===== src/rtl/serial_addsub_ctrl_pkg.sv =====
// Shared definitions for the bit-serial add/subtract sequencer.
//   state_e : 2-bit controller state encoding (one code left unused)
//   OP_ADD  : op value selecting A + B
//   OP_SUB  : op value selecting A - B (computed as A + ~B + 1)
package serial_addsub_ctrl_pkg;

    typedef enum logic [1:0] {
        ST_IDLE = 2'd0,
        ST_RUN  = 2'd1,
        ST_DONE = 2'd2
    } state_e;

    localparam logic OP_ADD = 1'b0;
    localparam logic OP_SUB = 1'b1;

endpackage


===== src/rtl/adder_1bit.sv =====
// Single full-adder cell, the only arithmetic element of the serial datapath.
//   a, b : operand bits
//   ci   : carry in
//   s    : sum bit
//   c0   : carry out
module adder_1bit (
    input  logic a,
    input  logic b,
    input  logic ci,
    output logic s,
    output logic c0
);

    assign s  = a ^ b ^ ci;
    assign c0 = (a & b) | (ci & (a ^ b));

endmodule


===== src/rtl/serial_addsub_ctrl.sv =====
// Bit-serial WIDTH-bit adder/subtractor built around one adder_1bit cell.
// Operands are processed LSB first, one bit per clock, with the carry held
// in a flop between cycles. start/busy/done handshake.
//   clk, rst_n : clock, asynchronous active-low reset
//   start      : request pulse, sampled only in IDLE
//   op         : 0 = A+B, 1 = A-B, sampled with start
//   a, b       : operands, sampled with start
//   busy       : high in RUN and DONE
//   done       : one-cycle pulse, result valid
//   result     : sum/difference, held until next accepted start
//   cout       : raw carry out of MSB (subtract: 1 = no borrow)
//   ovf        : two's-complement overflow
module serial_addsub_ctrl
    import serial_addsub_ctrl_pkg::*;
#(
    parameter int unsigned WIDTH = 8
) (
    input  logic             clk,
    input  logic             rst_n,
    input  logic             start,
    input  logic             op,
    input  logic [WIDTH-1:0] a,
    input  logic [WIDTH-1:0] b,
    output logic             busy,
    output logic             done,
    output logic [WIDTH-1:0] result,
    output logic             cout,
    output logic             ovf
);

    localparam int unsigned      CNT_W    = $clog2(WIDTH);
    localparam logic [CNT_W-1:0] LAST_BIT = CNT_W'(WIDTH - 1);

    state_e             state_q, state_d;
    logic [WIDTH-1:0]   sa_q, sa_d;
    logic [WIDTH-1:0]   sb_q, sb_d;
    logic [WIDTH-1:0]   result_q, result_d;
    logic [CNT_W-1:0]   cnt_q, cnt_d;
    logic               carry_q, carry_d;
    logic               cout_q, cout_d;
    logic               ovf_q, ovf_d;
    logic               cell_s, cell_c;
    logic               accept;
    logic               last_bit;

    adder_1bit u_cell (
        .a  (sa_q[0]),
        .b  (sb_q[0]),
        .ci (carry_q),
        .s  (cell_s),
        .c0 (cell_c)
    );

    assign accept   = (state_q == ST_IDLE) && start;
    assign last_bit = (cnt_q == LAST_BIT);

    // State register
    always_ff @(posedge clk or negedge rst_n) begin
        if (!rst_n) begin
            state_q <= ST_IDLE;
        end else begin
            state_q <= state_d;
        end
    end

    // Next-state logic; the unused code falls back to IDLE
    always_comb begin
        state_d = state_q;
        case (state_q)
            ST_IDLE: if (start)    state_d = ST_RUN;
            ST_RUN:  if (last_bit) state_d = ST_DONE;
            ST_DONE:               state_d = ST_IDLE;
            default:               state_d = ST_IDLE;
        endcase
    end

    // Output decode
    always_comb begin
        busy = 1'b0;
        done = 1'b0;
        case (state_q)
            ST_RUN:  busy = 1'b1;
            ST_DONE: begin
                busy = 1'b1;
                done = 1'b1;
            end
            default: ;
        endcase
    end

    // Datapath next values. Subtract preloads carry=1 and inverts B so the
    // cell computes A + ~B + 1. On the last bit, carry_q is the carry into the
    // MSB, so XOR with the cell carry-out gives signed overflow.
    always_comb begin
        sa_d     = sa_q;
        sb_d     = sb_q;
        result_d = result_q;
        cnt_d    = cnt_q;
        carry_d  = carry_q;
        cout_d   = cout_q;
        ovf_d    = ovf_q;
        if (accept) begin
            sa_d    = a;
            sb_d    = b ^ {WIDTH{op}};
            carry_d = (op == OP_SUB);
            cnt_d   = '0;
        end else if (state_q == ST_RUN) begin
            result_d = {cell_s, result_q[WIDTH-1:1]};
            sa_d     = sa_q >> 1;
            sb_d     = sb_q >> 1;
            carry_d  = cell_c;
            cnt_d    = cnt_q + CNT_W'(1);
            if (last_bit) begin
                cout_d = cell_c;
                ovf_d  = carry_q ^ cell_c;
            end
        end
    end

    always_ff @(posedge clk or negedge rst_n) begin
        if (!rst_n) begin
            sa_q     <= '0;
            sb_q     <= '0;
            result_q <= '0;
            cnt_q    <= '0;
            carry_q  <= 1'b0;
            cout_q   <= 1'b0;
            ovf_q    <= 1'b0;
        end else begin
            sa_q     <= sa_d;
            sb_q     <= sb_d;
            result_q <= result_d;
            cnt_q    <= cnt_d;
            carry_q  <= carry_d;
            cout_q   <= cout_d;
            ovf_q    <= ovf_d;
        end
    end

    assign result = result_q;
    assign cout   = cout_q;
    assign ovf    = ovf_q;

endmodule


===== config.mk =====
export PLATFORM = sky130hd
export DESIGN_NAME = serial_addsub_ctrl
export DESIGN_NICKNAME = d
export VERILOG_FILES = /design/src/rtl/serial_addsub_ctrl_pkg.sv /design/src/rtl/adder_1bit.sv /design/src/rtl/serial_addsub_ctrl.sv
export SDC_FILE = /design/constraint.sdc
export NUM_CORES = 1
export LEC_CHECK = 0
export CAP_MARGIN = 20
export CORE_ASPECT_RATIO = 1.2
export CORE_MARGIN = 1.5
export CORE_UTILIZATION = 45
export DETAILED_ROUTE_END_ITERATION = 8
export PLACE_DENSITY = 0.74
export RECOVER_POWER = 100
export SYNTH_ARGS = -nofsm -noshare
export SYNTH_HDL_FRONTEND = slang
export SYNTH_SLANG_ARGS = --single-unit

===== constraint.sdc =====
create_clock -name clk -period 1.5 [get_ports clk]
set_clock_uncertainty 0.2 [all_clocks]
set_input_delay 0.3 -clock clk [delete_from_list [all_inputs] [get_ports clk]]
set_output_delay 0.3 -clock clk [all_outputs]
set_load 0.03 [all_outputs]

==> metrics.log <==
INFO  metric result_of_the_run = complete, but fails checks
INFO  metric failed_checks = setup timing
INFO  metric clock_tree.htree_level_count = 2
INFO  metric synth_warnings = 0
INFO  metric total_of_fill_cells_in_the_finished_design = 261
INFO  metric netlist_area = 1549 sq um
INFO  metric area_growth = 44.91%
INFO  metric die_area = 3805 sq um
INFO  metric setup_slack = -129.3 ps
INFO  metric chipWidth = 56.56 um
INFO  metric timing_max_transition_violations_final = 0
INFO  metric terminus_of_the_critical_flop_to_flop_path = state_q[0]
INFO  metric endpoint_kind = output port
INFO  metric min-delay-path-class = flop to flop
INFO  metric hold_path_depth = 1
INFO  metric worst_setup_hold_path_clk_slew = 60 ps
INFO  metric routed_wirelength = 3003 um
INFO  metric synth-simple-area-share = 6.704%
INFO  metric portion_of_the_post_synthesis_area_used_by_sequential_elements = 51.70%
INFO  metric timing.critical_path.required = 1000 ps
INFO  metric number_of_search_and_repair_iterations_in_the_first_detailed_routing_pass = 5
INFO  metric p_total = 4.880 mW
INFO  metric critical_path_arrival = 1130 ps
INFO  metric wl_per_cell = 13.78 um
INFO  metric regArea = 800.8 sq um
INFO  metric gp_congestion = 0.7342
INFO  metric fmax = 0.6138 GHz
INFO  metric peak_fanout_along_the_critical_path = 3
INFO  metric largest_buffer_count_on_any_clock_path = 2
INFO  metric max_slew_margin = 46.96%
INFO  metric drcViolationCount = 0
INFO  metric placement.io_buffers = 31
INFO  metric crit_path_top_delay_cell = dfrtp_1
INFO  metric first_iter_violations = 34
INFO  metric grt_max_degree = 34
INFO  metric total_number_of_vias = 1121
INFO  metric first_global_vias = 1081
INFO  metric synth_edf_count = 0
INFO  metric distinct_cell_type_count_of_the_synthesized_netlist = 22
INFO  metric rrSetupSlack = -120 ps
INFO  metric tritoncts_clock_tree = yes
INFO  metric number_of_top_level_design_ports = 32
INFO  metric yosys-mux-area-fraction = 19.47%
INFO  metric synthFlopType = dfrtp_1
INFO  metric power-per-cell-area = 2174 nW/um^2
INFO  metric setup_repair_after_global_routing_missed_its_margin = yes
INFO  metric route.detailed.vias_per_inst = 5.142
INFO  metric utilization = 67.83%
INFO  metric placement_rows = 23
INFO  metric dpl-instance-area = 2006 sq um
INFO  metric endpoints_failing_setup = 23
INFO  metric main_combinational_cell_family_by_area_after_synthesis = multiplexers
INFO  metric synthXorXnorAreaFrac = 5.654%
INFO  metric hold_path_startpoint = result[0]
INFO  metric worstReg2RegStart = state_q[0]
INFO  metric report.final.hold_viol_count = 0
INFO  metric max_stage_delay = 390 ps
INFO  metric finalCriticalPeriod = 1629 ps
INFO  metric max-vdd-ir-drop = 1.646 mV
INFO  metric reg2regPathDepth = 5
INFO  metric floorplan.initialDensity = 46.81%
INFO  metric placeableCoreArea = 3309 sq um
INFO  metric final_clock_period_utilization_by_the_worst_path = 108.6%
INFO  metric synth_async_sr_flop_share = 100.0%
INFO  metric ys_seq_elements = 32
INFO  metric cap_viol_max_count = 0
INFO  metric grt_util_all_layers = 17.15%
INFO  metric drtAntennaViolNets = 0
INFO  metric number_of_buffers_added_by_the_clock_tree_synthesis_step = 5
INFO  metric setup.worst_path.start_class = flop
INFO  metric antenna_cells = 0
INFO  metric post-dp-hpwl = 1978 um
INFO  metric multi_input_comb_area = 817.0 sq um
INFO  metric p_leak = 1.040 nW
INFO  metric cts.sinks = 32
INFO  metric compound_gate_portion_of_the_synthesized_area = 7.270%
INFO  metric post_synth_fa_ha_maj_area_fraction = 6.139%
INFO  metric worst_hold_path.endpoint = result[0]
INFO  metric clock_tree.root_cell = clkbuf_8
INFO  metric clk-insertion-delay-late = 280 ps
INFO  metric path_class = flop to output port
INFO  metric post-route-cell-area = 2245 sq um
INFO  metric fin_nets = 210
INFO  metric drive_gt1_share = 35.36%
INFO  metric crit_chain = inv_2 -> ha_4 -> buf_6
INFO  metric synthesis.nets = 158
INFO  metric grt_overflow_total = 0
INFO  metric netlist_instances = 131
INFO  metric wire_length_of_the_first_global_routing_pass = 4802 um
INFO  metric number_of_buffers_inserted_for_hold_repair_after_clock_tree_synthesis = 0
INFO  metric synth.avg_cell_area = 11.82 sq um
INFO  metric fin_setup_tns = -842.2 ps
INFO  metric worst-slew-pin-transition = 795.5 ps
INFO  metric grt_antenna_before_repair = 0
INFO  metric chipHeight = 67.27 um
[power breakdown]
part	switching (mW)	internal, mW
Sequential	0.255	1.28
Combinational	1.25	1.53
Clock	0.270	0.297
[repair_timing]
item | CTS | global route
setup endpoints to repair | 31 | 31
gates resized for setup | 9 | 18
cloned | 0 | 3
pin swaps | 4 | 15
setup buffers | 4 | 1
[synthesized netlist by cell type, types with 2 or more instances]
| cell type | n | area share [%] |
|---|---|---|
| mux2i_1 | 17 | 11 |
| mux2_4 | 2 | 1.9 |
| mux2_2 | 9 | 6.5 |
| o21ai_0 | 2 | 0.65 |
| xor2_1 | 8 | 4.5 |
| inv_1 | 3 | 0.73 |
| a21oi_1 | 19 | 6.1 |
| xnor2_1 | 2 | 1.1 |
| buf_2 | 5 | 1.6 |
| ha_1 | 6 | 4.8 |
| dfrtp_1 | 32 | 52 |
| nand3b_1 | 2 | 0.97 |
| nor2_1 | 15 | 3.6 |
[registers in the layout, summed over array words and instances, names as in the netlist]
name / flops
cout: 1
sa_q: 8
cnt_q: 3
carry_q: 1
ovf: 1
sb_q: 8
state_q: 2
result: 8
[worst max path at each step]
stage                from         end  slack [ps]  cells after the start
2_1_floorplan     sa_q[0]         ovf           6                      3
3_3_place_gp        start        cout        -220                      4
3_5_place_dp        start  state_q[0]        -230                      4
4_1_cts        state_q[1]        busy        -120                      3
5_1_grt        state_q[1]        busy        -170                      3
6_report       state_q[1]        busy        -130                      3
[layout by cell type (no fill, tap or decap)]
master | Yosys | layout
dfrtp_1 | 32 | 32
clkdlybuf4s50_1 | 0 | 19
a21oi_1 | 19 | 17
nor2_1 | 15 | 15
mux2i_1 | 17 | 15
mux2_4 | 2 | 11
clkbuf_2 | 0 | 11
buf_4 | 1 | 10
xor2_1 | 8 | 8
buf_6 | 0 | 8
clkbuf_8 | 0 | 5
ha_4 | 0 | 4
inv_2 | 0 | 2
mux2i_2 | 0 | 2
nand3b_1 | 2 | 2
xnor2_1 | 2 | 2
a21oi_2 | 0 | 2
clkbuf_16 | 0 | 2
buf_12 | 0 | 2
nand2_4 | 0 | 1
and3_4 | 1 | 1
nor2b_4 | 0 | 1
inv_1 | 3 | 1
o21ai_0 | 2 | 1
o21a_1 | 1 | 1
nand3_1 | 1 | 1
nand2_1 | 1 | 1
o21ai_1 | 0 | 1
fa_2 | 0 | 1
ha_2 | 0 | 1
ha_1 | 6 | 1
[layer usage]
layer  vias to the layer above  wire length (um)  global-route usage, %
li1                        549                 -                      -
met1                       542              1222                  18.42
met2                        27              1586                  29.80
met3                         3               153                  7.280
met4                         0                40                  7.143
met5                         -                 0                      0
[critical path, delay by kind of cell, from the launching register on]
family                     cells  cell delay, ps
adders and majority gates      1             210
buffers and inverters          2             240
DFF                            1             390
[stage by stage]
step / instances / setup slack [ps] / hold slack (ps)
after floorplan: 131 / 5.660 / -195.6
after global placement: 205 / -215.9 / 294.5
after detailed placement: 205 / -227.5 / 308.7
after CTS: 214 / -116.3 / 181.6
after global routing: 218 / -173.3 / 335.1
final: 218 / -129.3 / 312.4
[cell families after synthesis]
logic type	Yosys count
flip-flops	32
AO/OA/AOI/OAI	22
buffers and inverters	10
XOR/XNOR	10
multiplexers	28
adder cells (fa/ha/maj)	7
AND/OR/NAND/NOR	22
[cell type report]
class	instances	area share, %
multi-input combinational	89	36.40
sequential	32	35.67
timing repair buffer	52	22.30
clock buffer	5	3.066
tap	37	2.062
inverter	3	0.5017
No activity file was read; power rests on OpenSTA's default activity.
